--- src/rtl/serial_bus_pkg.sv ---
// serial_bus_pkg: shared types and constants for the serial bus ports.
// Holds the receive-port state encoding and the bus instruction codes.
package serial_bus_pkg;

    localparam int unsigned DEF_ADDR_SIZE  = 12;
    localparam int unsigned DEF_WORD_SIZE  = 8;
    localparam int unsigned DEF_BURST_SIZE = 15;

    localparam logic [2:0] S_READ    = 3'd1;
    localparam logic [2:0] S_WRITE   = 3'd2;
    localparam logic [2:0] S_B_READ  = 3'd3;
    localparam logic [2:0] S_B_WRITE = 3'd4;

    typedef enum logic [2:0] {
        IDLE,
        ADDR_RX,
        BURST_RX,
        DATA_RX,
        READ_REQ,
        READ_HOLD
    } state_t;

endpackage

--- src/rtl/slave_in_port_if.sv ---
// slave_in_port_if: serial bus inputs, flow control and core-side outputs.
// master drives the serial bus and core_ready, slave is the receive port.
interface slave_in_port_if #(
    parameter int unsigned SLAVE_ADDR_SIZE = 12,
    parameter int unsigned WORD_SIZE       = 8,
    parameter int unsigned BURST_SIZE      = 15
);
    logic                       slave_sel;
    logic                       addr_bus;
    logic                       w_data_bus;
    logic                       burst_size_bus;
    logic                       addr_done;
    logic                       read_en;
    logic                       m_b_tx_valid;
    logic                       burst_done;
    logic                       tx_done;
    logic                       split_on;
    logic                       core_ready;
    logic                       s_ready;
    logic                       wr_strobe;
    logic [SLAVE_ADDR_SIZE-1:0] wr_addr;
    logic [WORD_SIZE-1:0]       wr_data;
    logic                       rd_req;
    logic [SLAVE_ADDR_SIZE-1:0] rd_addr;
    logic [BURST_SIZE-1:0]      rd_len;
    logic                       busy;
    logic                       proto_err;

    modport master (
        output slave_sel, addr_bus, w_data_bus, burst_size_bus,
        output addr_done, read_en, m_b_tx_valid, burst_done,
        output tx_done, split_on, core_ready,
        input  s_ready, wr_strobe, wr_addr, wr_data,
        input  rd_req, rd_addr, rd_len, busy, proto_err
    );

    modport slave (
        input  slave_sel, addr_bus, w_data_bus, burst_size_bus,
        input  addr_done, read_en, m_b_tx_valid, burst_done,
        input  tx_done, split_on, core_ready,
        output s_ready, wr_strobe, wr_addr, wr_data,
        output rd_req, rd_addr, rd_len, busy, proto_err
    );

endinterface

--- src/rtl/serial_deser.sv ---
// serial_deser: LSB-first shift-in register with a bit counter.
// full_o flags the bit completing the word; word_o already includes it.
module serial_deser #(
    parameter int unsigned W = 8
) (
    input  logic         clk,
    input  logic         rst,
    input  logic         clear_i,
    input  logic         valid_i,
    input  logic         bit_i,
    output logic         full_o,
    output logic [W-1:0] word_o
);
    localparam int unsigned CW = (W > 1) ? $clog2(W) : 1;

    logic [CW-1:0] cnt_q, cnt_d;
    logic [W-1:0]  sh_q, sh_d;

    always_comb begin
        word_o = sh_q;
        for (int i = 0; i < W; i++) begin
            if (cnt_q == CW'(i)) word_o[i] = bit_i;
        end
        full_o = valid_i && (cnt_q == CW'(W - 1));
        sh_d   = sh_q;
        cnt_d  = cnt_q;
        if (clear_i) begin
            sh_d  = '0;
            cnt_d = '0;
        end else if (valid_i) begin
            sh_d  = word_o;
            // wrap so back-to-back words need no explicit clear
            cnt_d = full_o ? '0 : cnt_q + CW'(1);
        end
    end

    always_ff @(posedge clk or posedge rst) begin
        if (rst) begin
            cnt_q <= '0;
            sh_q  <= '0;
        end else begin
            cnt_q <= cnt_d;
            sh_q  <= sh_d;
        end
    end

endmodule

--- src/rtl/slave_in_port.sv ---
// slave_in_port: slave-side receive port of the serial bus.
// Deserialises address, burst length and write data into core strobes/requests.
module slave_in_port #(
    parameter int unsigned SLAVE_ADDR_SIZE = 12,
    parameter int unsigned WORD_SIZE       = 8,
    parameter int unsigned BURST_SIZE      = 15
) (
    input logic            clk,
    input logic            rst,
    slave_in_port_if.slave bus
);
    import serial_bus_pkg::*;

    state_t                     state_q, state_d;
    logic                       rdy_q;
    logic                       s_ready_w;
    logic [SLAVE_ADDR_SIZE-1:0] base_q, base_d;
    logic [SLAVE_ADDR_SIZE-1:0] wcnt_q, wcnt_d;
    logic                       wr_strobe_q, wr_strobe_d;
    logic [SLAVE_ADDR_SIZE-1:0] wr_addr_q, wr_addr_d;
    logic [WORD_SIZE-1:0]       wr_data_q, wr_data_d;
    logic                       rd_req_q, rd_req_d;
    logic [SLAVE_ADDR_SIZE-1:0] rd_addr_q, rd_addr_d;
    logic [BURST_SIZE-1:0]      rd_len_q, rd_len_d;
    logic                       perr_q, perr_d;

    logic                       clr;
    logic                       a_valid, b_valid, d_valid;
    logic                       a_full, b_full, d_full;
    logic [SLAVE_ADDR_SIZE-1:0] a_word;
    logic [BURST_SIZE-1:0]      b_word;
    logic [WORD_SIZE-1:0]       d_word;

    assign clr     = (state_q == IDLE);
    assign a_valid = (state_q == ADDR_RX) && rdy_q;
    assign b_valid = (state_q == BURST_RX);
    assign d_valid = (state_q == DATA_RX) && rdy_q;

    assign s_ready_w = !rst && bus.core_ready &&
                       (state_q == IDLE || state_q == ADDR_RX ||
                        state_q == BURST_RX || state_q == DATA_RX);

    serial_deser #(.W(SLAVE_ADDR_SIZE)) u_addr (
        .clk     (clk),
        .rst     (rst),
        .clear_i (clr),
        .valid_i (a_valid),
        .bit_i   (bus.addr_bus),
        .full_o  (a_full),
        .word_o  (a_word)
    );

    serial_deser #(.W(BURST_SIZE)) u_burst (
        .clk     (clk),
        .rst     (rst),
        .clear_i (clr),
        .valid_i (b_valid),
        .bit_i   (bus.burst_size_bus),
        .full_o  (b_full),
        .word_o  (b_word)
    );

    serial_deser #(.W(WORD_SIZE)) u_data (
        .clk     (clk),
        .rst     (rst),
        .clear_i (clr),
        .valid_i (d_valid),
        .bit_i   (bus.w_data_bus),
        .full_o  (d_full),
        .word_o  (d_word)
    );

    always_comb begin
        state_d     = state_q;
        base_d      = base_q;
        wcnt_d      = wcnt_q;
        wr_strobe_d = 1'b0;
        wr_addr_d   = wr_addr_q;
        wr_data_d   = wr_data_q;
        rd_req_d    = 1'b0;
        rd_addr_d   = rd_addr_q;
        rd_len_d    = rd_len_q;
        perr_d      = 1'b0;
        // abort wins over any completion in the same cycle
        if (state_q != IDLE && (bus.split_on || !bus.slave_sel)) begin
            state_d = IDLE;
        end else begin
            unique case (state_q)
                IDLE: begin
                    wcnt_d = '0;
                    if (bus.slave_sel) state_d = ADDR_RX;
                end
                ADDR_RX: begin
                    if (a_full) begin
                        base_d = a_word;
                        perr_d = !bus.addr_done;
                        if (bus.m_b_tx_valid) begin
                            state_d = BURST_RX;
                        end else if (bus.read_en) begin
                            state_d   = READ_REQ;
                            rd_req_d  = 1'b1;
                            rd_addr_d = a_word;
                            rd_len_d  = BURST_SIZE'(1);
                        end else begin
                            state_d = DATA_RX;
                        end
                    end
                end
                BURST_RX: begin
                    if (b_full) begin
                        state_d   = READ_REQ;
                        rd_addr_d = base_q;
                        rd_len_d  = b_word;
                        rd_req_d  = (b_word != '0);
                        perr_d    = !bus.burst_done || (b_word == '0);
                    end
                end
                DATA_RX: begin
                    if (d_full) begin
                        wr_strobe_d = 1'b1;
                        wr_data_d   = d_word;
                        wr_addr_d   = base_q + wcnt_q;
                        wcnt_d      = wcnt_q + SLAVE_ADDR_SIZE'(1);
                        if (bus.tx_done) state_d = IDLE;
                    end
                end
                READ_REQ:  state_d = READ_HOLD;
                READ_HOLD: state_d = READ_HOLD;
                default:   state_d = IDLE;
            endcase
        end
    end

    always_ff @(posedge clk or posedge rst) begin
        if (rst) begin
            state_q     <= IDLE;
            rdy_q       <= 1'b0;
            base_q      <= '0;
            wcnt_q      <= '0;
            wr_strobe_q <= 1'b0;
            wr_addr_q   <= '0;
            wr_data_q   <= '0;
            rd_req_q    <= 1'b0;
            rd_addr_q   <= '0;
            rd_len_q    <= '0;
            perr_q      <= 1'b0;
        end else begin
            state_q     <= state_d;
            rdy_q       <= s_ready_w;
            base_q      <= base_d;
            wcnt_q      <= wcnt_d;
            wr_strobe_q <= wr_strobe_d;
            wr_addr_q   <= wr_addr_d;
            wr_data_q   <= wr_data_d;
            rd_req_q    <= rd_req_d;
            rd_addr_q   <= rd_addr_d;
            rd_len_q    <= rd_len_d;
            perr_q      <= perr_d;
        end
    end

    assign bus.s_ready   = s_ready_w;
    assign bus.wr_strobe = wr_strobe_q;
    assign bus.wr_addr   = wr_addr_q;
    assign bus.wr_data   = wr_data_q;
    assign bus.rd_req    = rd_req_q;
    assign bus.rd_addr   = rd_addr_q;
    assign bus.rd_len    = rd_len_q;
    assign bus.busy      = (state_q != IDLE);
    assign bus.proto_err = perr_q;

endmodule

--- src/flat_wrapper.sv ---
// flat-port wrapper written by rule: the top's interface ports become plain ports
module slave_in_port_flat import serial_bus_pkg::*;
#(
    parameter int unsigned SLAVE_ADDR_SIZE = 12,
    parameter int unsigned WORD_SIZE       = 8,
    parameter int unsigned BURST_SIZE      = 15
)
  (clk, rst, bus_slave_sel, bus_addr_bus, bus_w_data_bus, bus_burst_size_bus, bus_addr_done, bus_read_en, bus_m_b_tx_valid, bus_burst_done, bus_tx_done, bus_split_on, bus_core_ready, bus_s_ready, bus_wr_strobe, bus_wr_addr, bus_wr_data, bus_rd_req, bus_rd_addr, bus_rd_len, bus_busy, bus_proto_err);
  slave_in_port_if #(.SLAVE_ADDR_SIZE(SLAVE_ADDR_SIZE), .WORD_SIZE(WORD_SIZE), .BURST_SIZE(BURST_SIZE)) bus_i ();
  input logic clk;
  input logic rst;
  input wire logic [$bits(bus_i.slave_sel)-1:0] bus_slave_sel;
  input wire logic [$bits(bus_i.addr_bus)-1:0] bus_addr_bus;
  input wire logic [$bits(bus_i.w_data_bus)-1:0] bus_w_data_bus;
  input wire logic [$bits(bus_i.burst_size_bus)-1:0] bus_burst_size_bus;
  input wire logic [$bits(bus_i.addr_done)-1:0] bus_addr_done;
  input wire logic [$bits(bus_i.read_en)-1:0] bus_read_en;
  input wire logic [$bits(bus_i.m_b_tx_valid)-1:0] bus_m_b_tx_valid;
  input wire logic [$bits(bus_i.burst_done)-1:0] bus_burst_done;
  input wire logic [$bits(bus_i.tx_done)-1:0] bus_tx_done;
  input wire logic [$bits(bus_i.split_on)-1:0] bus_split_on;
  input wire logic [$bits(bus_i.core_ready)-1:0] bus_core_ready;
  output wire logic [$bits(bus_i.s_ready)-1:0] bus_s_ready;
  output wire logic [$bits(bus_i.wr_strobe)-1:0] bus_wr_strobe;
  output wire logic [$bits(bus_i.wr_addr)-1:0] bus_wr_addr;
  output wire logic [$bits(bus_i.wr_data)-1:0] bus_wr_data;
  output wire logic [$bits(bus_i.rd_req)-1:0] bus_rd_req;
  output wire logic [$bits(bus_i.rd_addr)-1:0] bus_rd_addr;
  output wire logic [$bits(bus_i.rd_len)-1:0] bus_rd_len;
  output wire logic [$bits(bus_i.busy)-1:0] bus_busy;
  output wire logic [$bits(bus_i.proto_err)-1:0] bus_proto_err;
  assign bus_i.slave_sel = bus_slave_sel;
  assign bus_i.addr_bus = bus_addr_bus;
  assign bus_i.w_data_bus = bus_w_data_bus;
  assign bus_i.burst_size_bus = bus_burst_size_bus;
  assign bus_i.addr_done = bus_addr_done;
  assign bus_i.read_en = bus_read_en;
  assign bus_i.m_b_tx_valid = bus_m_b_tx_valid;
  assign bus_i.burst_done = bus_burst_done;
  assign bus_i.tx_done = bus_tx_done;
  assign bus_i.split_on = bus_split_on;
  assign bus_i.core_ready = bus_core_ready;
  assign bus_s_ready = bus_i.s_ready;
  assign bus_wr_strobe = bus_i.wr_strobe;
  assign bus_wr_addr = bus_i.wr_addr;
  assign bus_wr_data = bus_i.wr_data;
  assign bus_rd_req = bus_i.rd_req;
  assign bus_rd_addr = bus_i.rd_addr;
  assign bus_rd_len = bus_i.rd_len;
  assign bus_busy = bus_i.busy;
  assign bus_proto_err = bus_i.proto_err;
  slave_in_port #(.SLAVE_ADDR_SIZE(SLAVE_ADDR_SIZE), .WORD_SIZE(WORD_SIZE), .BURST_SIZE(BURST_SIZE)) u_core (.clk(clk), .rst(rst), .bus(bus_i));
endmodule
--- config.mk ---
export PLATFORM = sky130hd
export DESIGN_NAME = slave_in_port_flat
export DESIGN_NICKNAME = d
export VERILOG_FILES = /design/src/rtl/serial_bus_pkg.sv /design/src/rtl/slave_in_port_if.sv /design/src/rtl/serial_deser.sv /design/src/rtl/slave_in_port.sv /design/src/flat_wrapper.sv
export SDC_FILE = /design/constraint.sdc
export NUM_CORES = 1
export LEC_CHECK = 0
export CAP_MARGIN = 20
export CORE_UTILIZATION = 57
export DETAILED_ROUTE_END_ITERATION = 7
export GPL_TIMING_DRIVEN = 1
export PLACE_DENSITY_LB_ADDON = 0.1
export SYNTH_ARGS = -nofsm -noshare
export SYNTH_HDL_FRONTEND = slang
export SYNTH_SLANG_ARGS = --single-unit
--- constraint.sdc ---
create_clock -name clk -period 4.5 [get_ports clk]
set_input_delay 0.675 -clock clk [delete_from_list [all_inputs] [get_ports clk]]
set_output_delay 0.675 -clock clk [all_outputs]
set_load 0.1 [all_outputs]
==> impl_metrics.env <==
export IMPL_cts_tree="built"
export IMPL_wl_met3_um=439
export IMPL_crit_fanout=29
export IMPL_synth_ff_type="dfrtp_1"
export IMPL_drive_gt1_share_pct=10.4
export IMPL_stdcell_count=839
export IMPL_fin_ws_ps=1400
export IMPL_fmax_mhz=322
export IMPL_area_growth_pct=19.5
export IMPL_avgRoutedWirePerCell_um=16.5
export IMPL_layout_common_cells="123 x dfrtp_1, 70 x nand2_1, 62 x clkdlybuf4s50_1, 61 x o21ai_0, 53 x nor2_1"
export IMPL_route_met2_wl_um=7100
export IMPL_dp_cells=807
export IMPL_crit_family="simple AND/OR/NAND/NOR gates"
export IMPL_via_per_inst=5.72
export IMPL_worst_setup_path_end_kind="flip-flop"
export IMPL_worstPathCellList="or2_4 > nor2_8 > inv_2 > and2_1 > nor2_1 > nand2_1 > buf_4 > nand2_1 > o21ai_0"
export IMPL_htree_levels=4
export IMPL_cpPeakStageDelay_ps=510
export IMPL_tns_ps=0
export IMPL_place_hpwl_um=9480
export IMPL_ctsResizeCount=0
export IMPL_fillers=872
export IMPL_clkTransAtPathRegs_ps=60
export IMPL_antenna_found_initial=0
export IMPL_insertion_delay_ps=530
export IMPL_max_slew_margin_pct=34.0
export IMPL_avgSynthCellArea_um2=10.1
export IMPL_num_antenna_cells=0
export IMPL_postCtsSetupBuffers=0
export IMPL_status="complete, no violations"
export IMPL_finalPower_mw=3.86
export IMPL_grt_pass1_vias=4762
export IMPL_io_pins=65
export IMPL_yosys_warnings=0
export IMPL_synth_edf_count=0
export IMPL_overflow=0
export IMPL_synthesis_nets=675
export IMPL_cp_common_cell="nand2_1"
export IMPL_worstPathRequired_ps=4870
export IMPL_irDropWorstVdd_mv=0.550
export IMPL_ys_ff_latch=123
export IMPL_powerDensity_nw_per_um2=505
export IMPL_vias=4797
export IMPL_min_period_ps=3100
export IMPL_route_antenna_remaining_nets=0
export IMPL_critPathKind="flip-flop to flip-flop"
export IMPL_synth_seq_area_share_pct=48.2
export IMPL_drt_met1_wl_um=5980
export IMPL_finalSetupViolCount=0
export IMPL_synthCells=634
export IMPL_drt_wl_total_um=13800
export IMPL_final_common_cell="dfrtp_1"
export IMPL_core_um2=10900
export IMPL_synthArstFlopShare_pct=100
export IMPL_layout_nets=727
export IMPL_fp_dieH_um=108
export IMPL_grt_pass1_wl_um=23000
export IMPL_worst_pin_slew_ps=987
export IMPL_die_area_um2=11600
export IMPL_gp_congestion=0.819
export IMPL_ys_types=53
export IMPL_leakagePower_nw=3.65
export IMPL_track_usage_pct=26.5
export IMPL_cts_sinks=123
export IMPL_finalCritPeriodShare_pct=68.9
export IMPL_fp_dieW_um=108
export IMPL_portBuffers=64
export IMPL_worst_setup_path_start_kind="flip-flop"
export IMPL_root_buffer="clkbuf_8"
export IMPL_cts_made_buffers=17
export IMPL_cts_buffer_depth=2
export IMPL_hold_viol=0
export IMPL_critPathSlowestCell="dfrtp_1"
export IMPL_rows=38
export IMPL_initial_utilization_pct=58.6
export IMPL_min_path_type="flip-flop to flip-flop"
export IMPL_holdBufCountCts=0
export IMPL_grt_max_degree=69
export IMPL_netlist_area_um2=6380
export IMPL_drv_slew=0
export IMPL_maxCapViolCount=0
export IMPL_fin_skew_ps=9.79
export IMPL_worstPathArrival_ps=3470
export IMPL_drc=0
export IMPL_dp_worst_setup_slack_ps=1370
export IMPL_first_iter_violations=288
export IMPL_drt_pass1_iterations=4
export IMPL_rsz0062_at_grt="no"
export IMPL_worst_path_buf_inv=2
export IMPL_top_layer_used="met4"
[final timing paths]
path                                       start                endpoint  slack (ps)  depth (start not counted)
max reg2reg                    u_core.state_q[2]   u_core.bus.wr_data[5]        1400                          9
min reg2reg                u_core.bus.wr_addr[8]   u_core.bus.wr_addr[8]         470                          2
max in group asynchronous                    rst        u_core.base_q[5]        2980                          3
min                        u_core.bus.wr_addr[8]   u_core.bus.wr_addr[8]         470                          2
min in group asynchronous                    rst  u_core.bus.wr_addr[11]         740                          2
max                            u_core.state_q[2]   u_core.bus.wr_data[5]        1400                          9
[where the power goes]
group,total (mW),internal [mW],switching [mW]
logic,1.27,0.329,0.936
clock network,1.30,0.831,0.467
registers,1.29,1.20,0.0952
[layer usage]
metal	up-vias	track usage [%]
met2	96	44.0
li1	2326	-
met5	-	0
met1	2358	32.5
met4	0	11.4
met3	17	6.78
[registers in the layout, summed over array words and instances, names as in the netlist]
name / count
u_core.u_addr.sh_q: 12
u_core.bus.rd_req: 1
u_core.u_burst.cnt_q: 4
u_core.bus.wr_strobe: 1
u_core.base_q: 12
u_core.state_q: 3
u_core.bus.rd_len: 15
u_core.bus.proto_err: 1
u_core.u_addr.cnt_q: 4
u_core.u_data.cnt_q: 3
u_core.wcnt_q: 12
u_core.bus.wr_addr: 12
u_core.bus.rd_addr: 12
u_core.bus.wr_data: 8
u_core.u_data.sh_q: 7
u_core.rdy_q: 1
u_core.u_burst.sh_q: 15
[logic make-up after synthesis]
kind of cell | count (synthesis) | synth area share, %
simple gates | 214 | 16.4
compound gates | 133 | 12.7
flops | 123 | 48.2
mux | 63 | 10.4
buf+inv | 53 | 3.88
fa+ha+maj | 28 | 5.61
xor+xnor | 20 | 2.74
[layout make-up]
class / instances / area (um^2) / share of cell area (%)
clock buffer: 26 / 518 / 6.79
multi-input combinational: 458 / 3060 / 40.1
inverter: 19 / 73.8 / 0.967
timing repair buffer: 67 / 671 / 8.79
clock inverter: 6 / 57.6 / 0.754
sequential: 123 / 3080 / 40.3
tap: 140 / 175 / 2.30
[cells in the mapped netlist (all sizes together) (6+ instances only)]
master  number  area (um^2)
xor2        15          131
and3         6         37.5
buf         17          113
dfrtp      123         3080
a21oi       25          125
and2         6         37.5
mux2i       34          340
inv         19         71.3
nand3b       9         67.6
mux2        29          327
o31ai        6         45.0
a21o        16          120
nand3       28          140
clkbuf      17         63.8
ha          27          338
nand2       70          263
nor2        54          219
o21ai       62          310
nor3b        6         50.1
nand4       13         81.3
[worst register-to-register path: stages, from the launching register on]
cell and delay (ps):
dfrtp_1 510, or2_4 410, nor2_8 280, inv_2 260, and2_1 330, nor2_1 120
nand2_1 500, buf_4 400, nand2_1 70, o21ai_0 70
[metrics by stage]
stage | hold WS [ps] | util [%] | area [um^2]
5_1_grt | 498 | 70.1 | 7630
2_1_floorplan | 449 | - | 6380
3_3_place_gp | 459 | 64.8 | 7060
3_5_place_dp | 466 | 64.8 | 7060
4_1_cts | 479 | 70.1 | 7630
6_report | 474 | 70.1 | 7630
No activity file was read; power rests on OpenSTA's default activity.
